<file path="config.mk">
export PLATFORM = sky130hd
export DESIGN_NAME = devolvedor_moedas
export DESIGN_NICKNAME = d
export VERILOG_FILES = /design/src/rtl/devolvedor_moedas.sv
export SDC_FILE = /design/constraint.sdc
export NUM_CORES = 1
export LEC_CHECK = 0
export BUFFER_PORTS_ARGS = -buffer_cell sky130_fd_sc_hd__buf_2
export CORE_MARGIN = 2
export CORE_UTILIZATION = 50
export CTS_CLUSTER_DIAMETER = 50
export DETAILED_ROUTE_END_ITERATION = 10
export PLACE_DENSITY = 0.78
export SYNTH_ARGS = -nofsm -noshare
export SYNTH_HDL_FRONTEND = slang
export SYNTH_SLANG_ARGS = --single-unit
</file>
<file path="constraint.sdc">
create_clock -name clk -period 5.6 [get_ports clk]
set_clock_uncertainty 0.2 [all_clocks]
set_input_delay 0.28 -clock clk [delete_from_list [all_inputs] [get_ports clk]]
set_output_delay 0.28 -clock clk [all_outputs]
set_load 0.01 [all_outputs]
</file>
<file path="src/rtl/devolvedor_moedas.sv">
// devolvedor_moedas: coin-return driver that ejects refund or change as timed solenoid pulses
// Parameters:
//   PULSE_CYCLES - cycles ejetar stays high per coin (>=1)
//   GAP_CYCLES   - cycles ejetar stays low after each pulse (>=1)
// Ports:
//   clk       - system clock, rising edge
//   reset     - synchronous active-high reset
//   devolver  - refund request level; rising edge starts a full refund of total
//   liberar   - product-release level; rising edge starts change return (total - valor)
//   total     - current credit in coin units
//   valor     - price of the selected product in coin units
//   ejetar    - registered solenoid drive, one pulse per coin
//   ocupado   - high while a return sequence is in progress
//   pendentes - coins still to eject
//   concluido - one-cycle pulse when a sequence ends
// Build option: define DEVOLVE_TROCO_EN to enable change return on liberar;
// without it only devolver triggers, liberar and valor are ignored.
module devolvedor_moedas #(
   parameter int PULSE_CYCLES = 2_500_000,
   parameter int GAP_CYCLES   = 5_000_000
) (
   input  logic       clk,
   input  logic       reset,
   input  logic       devolver,
   input  logic       liberar,
   input  logic [3:0] total,
   input  logic [3:0] valor,
   output logic       ejetar,
   output logic       ocupado,
   output logic [3:0] pendentes,
   output logic       concluido
);
   localparam int MAXC = (PULSE_CYCLES > GAP_CYCLES) ? PULSE_CYCLES : GAP_CYCLES;
   localparam int CW   = $clog2(MAXC + 1);
   typedef enum logic [1:0] {OCIOSO, PULSO, PAUSA, FIM} state_t;
   state_t          state, state_n;
   logic [CW-1:0]   cnt;
   logic            ejetar_n, ocupado_n, concluido_n;
   logic [3:0]      pend_n, amt;
   logic            dev_q, dev_tr, trig, pulse_end, gap_end;
   assign dev_tr = devolver & ~dev_q;
`ifdef DEVOLVE_TROCO_EN
   logic       lib_q, lib_tr;
   logic [4:0] diff;
   assign lib_tr = liberar & ~lib_q;
   assign diff   = {1'b0, total} - {1'b0, valor};
   assign trig   = dev_tr | lib_tr;
   // refund wins on simultaneous edges; a borrow clamps change to zero
   assign amt    = dev_tr ? total : (diff[4] ? 4'd0 : diff[3:0]);
`else
   logic unused_ok;
   assign unused_ok = ^{liberar, valor};
   assign trig      = dev_tr;
   assign amt       = total;
`endif
   assign pulse_end = (state == PULSO) && (cnt == CW'(PULSE_CYCLES - 1));
   assign gap_end   = (state == PAUSA) && (cnt == CW'(GAP_CYCLES - 1));
   always_comb begin
      state_n     = state;
      ejetar_n    = ejetar;
      ocupado_n   = ocupado;
      concluido_n = 1'b0;
      pend_n      = pendentes;
      case (state)
         OCIOSO: begin
            ocupado_n = 1'b0;
            if (trig) begin
               state_n = (amt != 4'd0) ? PULSO : FIM;
               ejetar_n  = (amt != 4'd0);
               ocupado_n = (amt != 4'd0);
               pend_n    = amt;
            end
         end
         PULSO: if (pulse_end) begin
            state_n  = PAUSA;
            ejetar_n = 1'b0;
            pend_n   = pendentes - 4'd1;
         end
         PAUSA: if (gap_end) begin
            state_n     = (pendentes != 4'd0) ? PULSO : FIM;
            ejetar_n    = (pendentes != 4'd0);
            ocupado_n   = (pendentes != 4'd0);
            concluido_n = (pendentes == 4'd0);
         end
         default: begin
            // coin path arrives here with concluido already raised; the
            // zero-amount path raises it (with ocupado) on the way out
            state_n     = OCIOSO;
            concluido_n = ~concluido;
            ocupado_n   = ~concluido;
         end
      endcase
   end
   always_ff @(posedge clk) begin
      if (reset) begin
         state     <= OCIOSO;
         cnt       <= '0;
         ejetar    <= 1'b0;
         ocupado   <= 1'b0;
         concluido <= 1'b0;
         pendentes <= 4'd0;
         dev_q     <= 1'b1;
`ifdef DEVOLVE_TROCO_EN
         lib_q     <= 1'b1;
`endif
      end else begin
         state     <= state_n;
         cnt       <= (state_n != state) ? '0 : cnt + CW'(1);
         ejetar    <= ejetar_n;
         ocupado   <= ocupado_n;
         concluido <= concluido_n;
         pendentes <= pend_n;
         dev_q     <= devolver;
`ifdef DEVOLVE_TROCO_EN
         lib_q     <= liberar;
`endif
      end
   end
endmodule

</file>
* Word level (Yosys, flattened, before mapping)
Index checks and enable logic that the tools add are counted. W data, S select, Z words.
Word-level totals: flip-flop bits (word level) 33, latch bits 0, memory bits (writable) 0, memory bits (read-only) 0, input bits 12, logic and storage cells 51, memories kept 0
Cells by class: add/subtract/negate cells 2, multipliers 0, divide/modulo/power cells 0, $lt $le $gt $ge 0, equality and inequality tests 8, shifts and indexed selects 0, muxes and demuxes 17, bitwise logic cells 4, reduce and logical (&&, ||, !) cells 13
Operators by type and width (count):
- $add A23 B1 Y23 const B | 1
- $eq A23 B22 Y1 const B | 1
- $eq A23 B23 Y1 const B | 1
- $mux W2 | 5
- $mux W4 | 2
- $pmux W4 S2 | 1
- $reduce_bool A4 Y1 | 2
- $ne A2 B2 Y1 const B | 3
- $pmux W1 S3 | 2
- $pmux W2 S3 | 1
- $mux W1 | 5
- $logic_not A4 Y1 | 1
- $reduce_and A4 Y1 | 1
- $reduce_or A2 Y1 | 2
- $sub A4 B1 Y4 const B | 1
- $not A1 Y1 | 3
- $reduce_and A3 Y1 | 1
- $reduce_bool A3 Y1 | 1
- $eq A2 B1 Y1 const B | 1
- $eq A2 B2 Y1 const B | 1
- $logic_and A1 B1 Y1 | 2
- $logic_not A2 Y1 | 1
- $ne A2 B2 Y1 | 1
- $pmux W1 S2 | 1
- other kinds (3) | 3

* Longest topological paths before layout
Gate-level depths: netlist of the first run.
word-level depth 6, gate-level depth with buffers 9, gate-level depth less buffers 7

* Least setup slack after synthesis of the first run
No wires, ideal clock.
kind reg2reg, from register cnt[0], to register cnt[8], arrival 2.213 ns, required time 5.327 ns, setup slack 3.114 ns, cell stages (with the launch flop) 9, period minus slack after synthesis 2.486 ns, path through dfxtp_1 -> ha_1 -> and3_4 -> nand3_2 -> or4_4 -> o21a_1 -> mux2_4 -> buf_6 -> nor3_4
On the way: longest elaborated chain between the ends 6
Ends and longest elaborated chain:
- from (decl) | line 37 | logic [CW-1:0] cnt;
- from (signal assigned) | line 108 | cnt <= (state_n != state) ? '0 : cnt + CW'(1);
- $eq A23 B23 Y1 or $eq A23 B22 Y1 (tied branches) | line 57, 56
- $logic_and A1 B1 Y1, on equally long branches | line 57, 56
- $mux W2, on equally long branches | line 79, 74
- $pmux W2 S3 | line 64 | case (state)
- $ne A2 B2 Y1 | line 108
- $reduce_or A2 Y1 (no source line)
Parallel ways exist; a longest one is shown, timed or not. A chain may end at the register's enable or synchronous reset.

* Worst setup path after layout of the first run
from register cnt[0], to register cnt[1]
The elaborated chain is that of the path after synthesis.

==> results.cfg, run 1 <==
[hold_path]
hold_start = reset
hold_class = input pin to flop

[yosys]
synth_cell_types = 53
synth_area_leaders = dfxtp_1 34%, nor3_2 10%, ha_1 5.2%, xor2_1 5.0%, xnor2_1 4.5%
netlist_area_mm2 = 0.00193
synth_mux_area_frac = 0.0188
synthCells = 206
yosysTopAreaCellShare = 0.342
ys_seq_elements = 33
synthAdderAreaFrac = 0.0518
yosysMostFrequentCell = dfxtp_1
netlist_top_cells_count = 33 x dfxtp_1, 20 x nor3_2, 12 x nand2_1
synthXorXnorAreaFrac = 0.0951
synth_compound_area_frac = 0.108
synth_top_family_by_area = simple AND/OR/NAND/NOR gates
ys_seq_area_frac = 0.342
async_flop_share = 0
synth-edff-count = 0
synth_nets = 226
yosysWarnings = 0
ys.flop_type = dfxtp_1
syn_avg_cell_area_um2 = 9.38
synth_simple_gate_area_frac = 0.337
synth_top_cell_by_area = dfxtp_1

[floorplan]
core_mm2 = 0.00369
dieArea_mm2 = 0.00438
die-height_um = 66.2
start_util = 0.524
rows = 22
die_w_um = 66.2
io_pins = 19

[pwr]
p_switching_mw = 0.118
leakage_nw = 0.757
seqPwrFrac = 0.505
max-vdd-ir-drop_mv = 0.158
pwr-share-clk = 0.399
p_comb_frac = 0.096
switching_share = 0.242
power_density_mw_per_mm2 = 232
power.internal_mw = 0.371
finalPower_mw = 0.489

[cts]
cts_tree = built
htreeDepth = 2
post_cts_resized = 0
cts_buffer_depth = 2
clkSinkCount = 33
cts_root_buffer = clkbuf_8
cts_buffers = 5
clk_latency_ns = 0.28
clk_pin_slew_worst_paths_ns = 0.07

[setup_path]
rr_startpoint = cnt[0]
crit_type = flop to flop
worst_setup_path_start_kind = flop
setup.worst_path.end_class = flop
path_buf_inv = 0
crit_family = simple AND/OR/NAND/NOR gates
max_stage_delay_ns = 0.57
required_ns = 5.60
crit_chain = ha_1 -> and3_4 -> nand3_2 -> or4_4 -> o21a_1 -> mux2_4 -> nor3b_1
path_max_fanout = 23
cp.arrival_ns = 2.70
slowest_stage = or4_4
critPathLaunch = cnt[0]

[routing]
drc = 0
drt_iter0_drc = 110
wl_mm = 3.58
ant_nets = 0
post_drt_via_cell_ratio = 5.70
firstDrtPassIters = 5
num_vias = 1527
wl_per_cell_um = 13.4

[placement]
place_congestion = 0.833
dp.cells = 259
hpwl_mm = 2.55
io_buffers = 13
place_area_mm2 = 0.00200
place_ws_ns = 2.91

[sta]
worst_pin_slew_ns = 0.814
finalMaxSlewViolations = 0
layout_setup_ws_ns = 2.90
fmax_ghz = 0.370
final-setup-viol-count = 0
fin_crit_sh = 0.482
grt_setup_unrepaired = no
holdWs_ns = 0.108
tns_ns = 0
hold_violations = 0
finalCriticalPeriod_ns = 2.70
relSlewSlack = 0.452

[run_status]
outcome = completed

[layout]
area_growth_pct = 9.26
antennaDiodeCount = 0
drive_gt1_frac = 0.255
fill_cells = 333
final_util = 0.573
final_design_area_no_fill_mm2 = 0.00211
nets = 239
fin_cells = 268

[global_routing]
grtUsageTotal = 0.184
grt_pass1_wl_mm = 6.20
overflow = 0
antenna_found_initial = 0
grt_pass1_vias = 1419
grt_start_max_net_pins = 24

[job]
cap_violations = 0
-- path summary, 6_finish.rpt --
kind	cells after the start	slack, ns	endpoint
max	7	2.90	cnt[1]
min	2	0.11	ocupado
max reg2reg	7	2.90	cnt[1]
min reg2reg	1	0.29	cnt[0]
-- flip-flops by register name, summed over array words and instances (netlist names) --
name,count
ocupado,1
pendentes,4
cnt,23
ejetar,1
state,2
concluido,1
dev_q,1
-- what timing repair did --
action                                  CTS  global route
setup buffers                             0             0
endpoints found under the hold margin     1             0
hold buffers                              1             0
endpoints found under the setup margin    0             0
-- per-layer routing --
layer / global-route usage / routed length, um
met2: 0.313 / 1730
met4: 0.0587 / 6
met1: 0.226 / 1720
met3: 0.0460 / 123
met5: 0 / 0
-- power by group through the flow --
stage	Combinational, mW	Sequential, mW	Clock, mW
final	0.0468	0.247	0.195
after global routing	0.0532	0.248	0.209
after CTS	0.0473	0.247	0.203
after detailed placement	0.0466	0.252	0
after global placement	0.0457	0.252	0
after floorplan	0.0343	0.253	0
-- placed cells by master (no fill, tap or decap), types with 2 or more instances in the layout --
cell,count
or4_1,2
a311oi_1,2
a211oi_1,6
nor3_1,8
nor2_1,11
o21ai_0,3
nand4_1,6
xnor2_1,10
nor3_2,20
nor4_1,5
ha_1,8
clkbuf_8,7
inv_1,7
a31oi_1,2
dfxtp_1,33
nand2_1,12
nand3_1,10
o31ai_1,2
a21oi_1,5
buf_2,13
or2_2,2
nor2b_1,2
and2_1,3
xor2_1,11
-- cell families after synthesis --
group / count (synthesis)
AO/OA/AOI/OAI: 29
XOR/XNOR: 21
buffers and inverters: 16
flip-flops: 33
adder cells (fa/ha/maj): 8
AND/OR/NAND/NOR: 96
multiplexers: 3
-- cell type report --
| type | instances | area (um2) | area share |
|---|---|---|---|
| tap | 48 | 60.1 | 0.0284 |
| sequential | 33 | 661 | 0.313 |
| clock inverter | 1 | 5.00 | 0.00237 |
| timing repair buffer | 15 | 82.6 | 0.0391 |
| multi-input combinational | 157 | 1180 | 0.559 |
| inverter | 7 | 26.3 | 0.0124 |
| clock buffer | 7 | 96.3 | 0.0456 |
(Power assumes the default switching activity.)
==> run 2, diff against run 1 <==
--- a/config.mk
+++ b/config.mk
@@ -5,6 +5,7 @@
 export SDC_FILE = /design/constraint.sdc
 export NUM_CORES = 1
 export LEC_CHECK = 0
+export ABC_AREA = 1
 export BUFFER_PORTS_ARGS = -buffer_cell sky130_fd_sc_hd__buf_2
 export CORE_MARGIN = 2
 export CORE_UTILIZATION = 50
==> constraint.sdc (replaced) <==
create_clock -name clk -period 2.77 [get_ports clk]
set_clock_uncertainty 0.2 [all_clocks]
set_input_delay 0.1385 -clock clk [delete_from_list [all_inputs] [get_ports clk]]
set_output_delay 0.1385 -clock clk [all_outputs]
set_load 0.01 [all_outputs]
==> results.cfg, run 2 <==
[run_status]
outcome = completed

[yosys]
ys_seq_elements = 33
netlist_top_cells_count = 50 x nand2_1, 41 x inv_1, 33 x dfxtp_1
yosysTopAreaCellShare = 0.319
yosysWarnings = 0
ys_seq_area_frac = 0.319
synth_area_leaders = dfxtp_1 32%, nor3_2 9.7%, nand2_1 9.1%, inv_1 7.4%, xor2_1 6.4%
synth_nets = 296
netlist_area_mm2 = 0.00207
synth-edff-count = 0
ys.flop_type = dfxtp_1
synth_cell_types = 30
async_flop_share = 0
syn_avg_cell_area_um2 = 7.49
synth_top_cell_by_area = dfxtp_1
yosysMostFrequentCell = nand2_1
synthCells = 276

[setup_path]
setup.worst_path.end_class = flop
rr_startpoint = cnt[0]
worst_setup_path_start_kind = flop
crit_type = flop to flop
reg2reg_depth = 11
required_ns = 2.77
max_stage_delay_ns = 0.45
crit_top_cell = nand2_1
slowest_stage = dfxtp_1
critPathLaunch = cnt[0]
path_max_fanout = 23
crit_chain = ha_1 -> nand3_2 -> nor2_2 -> nand4_1 -> nor2_2 -> nor2_1 -> nand2_1 -> nand2_1 -> nand2_1 -> nand3_4 -> nor3_1
cp.arrival_ns = 2.47

[routing]
drt_iter0_drc = 85
wl_mm = 3.91
firstDrtPassIters = 4
ant_nets = 0
post_drt_via_cell_ratio = 5.16
wl_per_cell_um = 11.4
num_vias = 1774
drc = 0

[global_routing]
grt_start_max_net_pins = 24
grtUsageTotal = 0.189
antenna_found_initial = 0
overflow = 0
grt_pass1_vias = 1538
grt_pass1_wl_mm = 6.55

[cts]
cts_tree = built
clkSinkCount = 33
post_cts_resized = 0
clk_pin_slew_worst_paths_ns = 0.06
cts_root_buffer = clkbuf_8
htreeDepth = 2
clk_latency_ns = 0.28
cts_buffers = 5
cts_buffer_depth = 2
hold_buffers = 2
post-cts-setup-buffers = 0

[hold_path]
hold_depth = 5
hold_class = input pin to flop
hold_start = total[1]

[sta]
tns_ns = 0
fmax_ghz = 0.405
worst_pin_slew_ns = 0.479
final-setup-viol-count = 0
relSlewSlack = 0.680
finalCriticalPeriod_ns = 2.47
finalMaxSlewViolations = 0
hold_violations = 0
grt_setup_unrepaired = no
layout_setup_ws_ns = 0.301
fin_crit_sh = 0.891

[floorplan]
io_pins = 19
die-height_um = 68.3
rows = 23
die_w_um = 68.3
core_mm2 = 0.00400
start_util = 0.517
dieArea_mm2 = 0.00467

[layout]
largest_reg_flops = 23
layout_commonest_cell = nand2_1
drive_gt1_frac = 0.187
most-common-layout-cells = 50 x nand2_1, 41 x inv_1, 33 x dfxtp_1
area_growth_pct = 9.50
fill_cells = 365
multi_input_area_mm2 = 0.00120
top_regs = cnt: 23 flops, pendentes: 4 flops, state: 2 flops
nets = 315
top_register = cnt
regArea_um2 = 661
antennaDiodeCount = 0

[pwr]
leakage_nw = 0.866
power_density_mw_per_mm2 = 457
max-vdd-ir-drop_mv = 0.233
finalPower_mw = 1.04

[job]
cap_violations = 0

[placement]
hpwl_mm = 2.96
place_ws_ns = 0.286
place_congestion = 0.884
io_buffers = 13
[run 2: routing by layer]
| metal | part of all wire | track usage |
|---|---|---|
| met2 | 0.46 | 0.302 |
| met5 | 0 | 0 |
| met4 | 0.028 | 0.0900 |
| met3 | 0.043 | 0.0510 |
| met1 | 0.47 | 0.234 |
[run 2: worst paths after layout]
path | end | slack [ns]
max | cnt[5] | 0.30
min | pendentes[1] | 0.06
max reg2reg | cnt[5] | 0.30
min reg2reg | ocupado | 0.29
[run 2: logic make-up after synthesis]
family,Yosys count,share of synthesized area
compound gates,27,0.0714
xor+xnor,20,0.0847
flops,33,0.319
simple gates,141,0.376
buf+inv,47,0.0998
fa+ha+maj,8,0.0484
[run 2: cell type report]
type                    count  share of cell area
inverters                  43              0.0713
multi-input cells         196               0.530
repair buffers             16              0.0464
well taps                  50              0.0276
flip-flops and latches     33               0.292
clock buffers               5              0.0304
clock inverters             1             0.00221
[run 2: report_power, final]
| group | switching (mW) | internal (mW) |
|---|---|---|
| Sequential | 0.0172 | 0.496 |
| Clock | 0.161 | 0.165 |
| Combinational | 0.128 | 0.0681 |
[run 2: metrics by stage]
stage	hold WS, ns	util	std cells	area (um2)
2_1_floorplan	0.0109	-	276	2070
3_3_place_gp	0.121	0.543	336	2170
3_5_place_dp	0.128	0.543	336	2170
4_1_cts	0.0496	0.566	344	2260
5_1_grt	0.0989	0.566	344	2260
6_report	0.0553	0.566	344	2260
[run 2: critical path: cells and delay by family, from the launching register on]
kind | cells | cell delay, ns
adders and majority gates | 1 | 0.27
DFF | 1 | 0.45
and+or+nand+nor | 10 | 1.47
==> run 3, diff against run 2 <==
--- a/config.mk
+++ b/config.mk
@@ -7,9 +7,7 @@
 export LEC_CHECK = 0
 export ABC_AREA = 1
 export BUFFER_PORTS_ARGS = -buffer_cell sky130_fd_sc_hd__buf_2
-export CORE_MARGIN = 2
 export CORE_UTILIZATION = 50
-export CTS_CLUSTER_DIAMETER = 50
 export DETAILED_ROUTE_END_ITERATION = 10
 export PLACE_DENSITY = 0.78
 export SYNTH_ARGS = -nofsm -noshare
==> results.cfg, run 3 (synthesized netlist as in run 2, its figures left out) <==
[run_status]
outcome = completed

[cts]
clk_latency_ns = 0.29
cts_buffers = 5
htreeDepth = 2
hold_buffers = 2
post_cts_resized = 0
clkSinkCount = 33
cts_buffer_depth = 2
cts_tree = built
post-cts-setup-buffers = 0
clk_pin_slew_worst_paths_ns = 0.06
cts_root_buffer = clkbuf_8

[hold_path]
min_to = pendentes[0]
hold_depth = 5
hold_start = total[0]
hold_class = input pin to flop

[placement]
hpwl_mm = 2.89
io_buffers = 13
place_congestion = 0.892
dp.cells = 338

[setup_path]
reg2reg_depth = 11
required_ns = 2.77
path_max_fanout = 23
cp.arrival_ns = 2.36
rr_startpoint = cnt[1]
rr_endpoint = cnt[5]
crit_type = flop to flop
worst_setup_path_start_kind = flop
setup.worst_path.end_class = flop
timing.reg2reg.setup_slack_ns = 0.41

[global_routing]
grtUsageTotal = 0.207
antenna_found_initial = 0
overflow = 0
grt_start_max_net_pins = 24
grt_pass1_vias = 1626
grt_pass1_wl_mm = 6.84

[sta]
finalCriticalPeriod_ns = 2.36
relSlewSlack = 0.661
grt_setup_unrepaired = no
finalMaxSlewViolations = 0
hold_violations = 0
fmax_ghz = 0.424
worst_pin_slew_ns = 0.507
fin_crit_sh = 0.852
holdWs_ns = 0.0526
tns_ns = 0
final-setup-viol-count = 0

[floorplan]
start_util = 0.521
io_pins = 19
core_mm2 = 0.00397
rows = 23
die-height_um = 66.3
dieArea_mm2 = 0.00440
die_w_um = 66.3

[pwr]
leakage_nw = 0.881
switching_share = 0.293
power_density_mw_per_mm2 = 474
pwr-share-clk = 0.338
max-vdd-ir-drop_mv = 0.427
seqPwrFrac = 0.469
p_switching_mw = 0.318
p_comb_frac = 0.193
power.internal_mw = 0.767

[layout]
layout_commonest_cell = nand2_1
fin_cells = 347
top_register = cnt
drive_gt1_frac = 0.192
fill_cells = 400
area_growth_pct = 10.8
top_regs = cnt: 23 flops, pendentes: 4 flops, state: 2 flops
largest_reg_flops = 23
antennaDiodeCount = 0
nets = 317
most-common-layout-cells = 50 x nand2_1, 41 x inv_1, 33 x dfxtp_1

[job]
cap_violations = 0

[routing]
wl_mm = 3.93
ant_nets = 0
drt_iter0_drc = 79
num_vias = 1767
wl_per_cell_um = 11.3
drc = 0
post_drt_via_cell_ratio = 5.09
firstDrtPassIters = 4
run 3: cell count changes in the layout (fill, tap and decap cells not counted), sizes merged:
cell    delta
clkinv     -1
clkbuf     +2
buf        +2
run 3: layout make-up:
class / instances / area, um2 / share of cell area
Tap cell: 50 / 62.6 / 0.0273
Clock buffer: 7 / 86.3 / 0.0377
Inverter: 43 / 161 / 0.0704
Timing Repair Buffer: 18 / 120 / 0.0524
Multi-Input combinational cell: 196 / 1200 / 0.524
Sequential cell: 33 / 661 / 0.288
run 3: worst max-delay path by stage:
stage	from	end	slack, ns
finish	cnt[1]	cnt[5]	0.41
global route	cnt[0]	cnt[5]	0.18
CTS	cnt[1]	cnt[5]	0.39
detailed placement	cnt[1]	cnt[5]	0.40
global placement	cnt[1]	cnt[6]	0.47
floorplan	cnt[0]	cnt[0]	0.80
run 3: critical path: stages, from the launching register on:
cell     delay [ns]
dfxtp_1        0.34
ha_1           0.23
nand3_2        0.16
nor2_2         0.16
nand4_1        0.15
nor2_2         0.14
nor2_1         0.05
nand2_1        0.07
nand2_1        0.07
nand2_1        0.10
nand3_4        0.32
nor3_1         0.26
run 3: power by group through the flow:
stage,logic (mW),clock network [mW],registers [mW]
final,0.209,0.367,0.509
after global routing,0.237,0.397,0.512
after CTS,0.210,0.376,0.509
after detailed placement,0.207,0,0.520
after global placement,0.202,0,0.519
after floorplan,0.150,0,0.527
run 3: layer usage:
layer / GRT usage / share of wire / wire (um)
met2: 0.357 / 0.47 / 1850
met5: 0 / 0 / 0
met1: 0.234 / 0.47 / 1860
met4: 0.0957 / 0.022 / 85
met3: 0.0569 / 0.035 / 136
run 3: stage by stage:
stage | area, um2 | worst slack [ns] | power, mW | util
final | 2290 | 0.410 | 1.09 | 0.577
after global routing | 2290 | 0.177 | 1.15 | 0.577
after CTS | 2290 | 0.390 | 1.09 | 0.577
after detailed placement | 2190 | 0.403 | 0.727 | 0.550
after global placement | 2190 | 0.475 | 0.722 | 0.550
after floorplan | 2070 | 0.797 | 0.678 | -
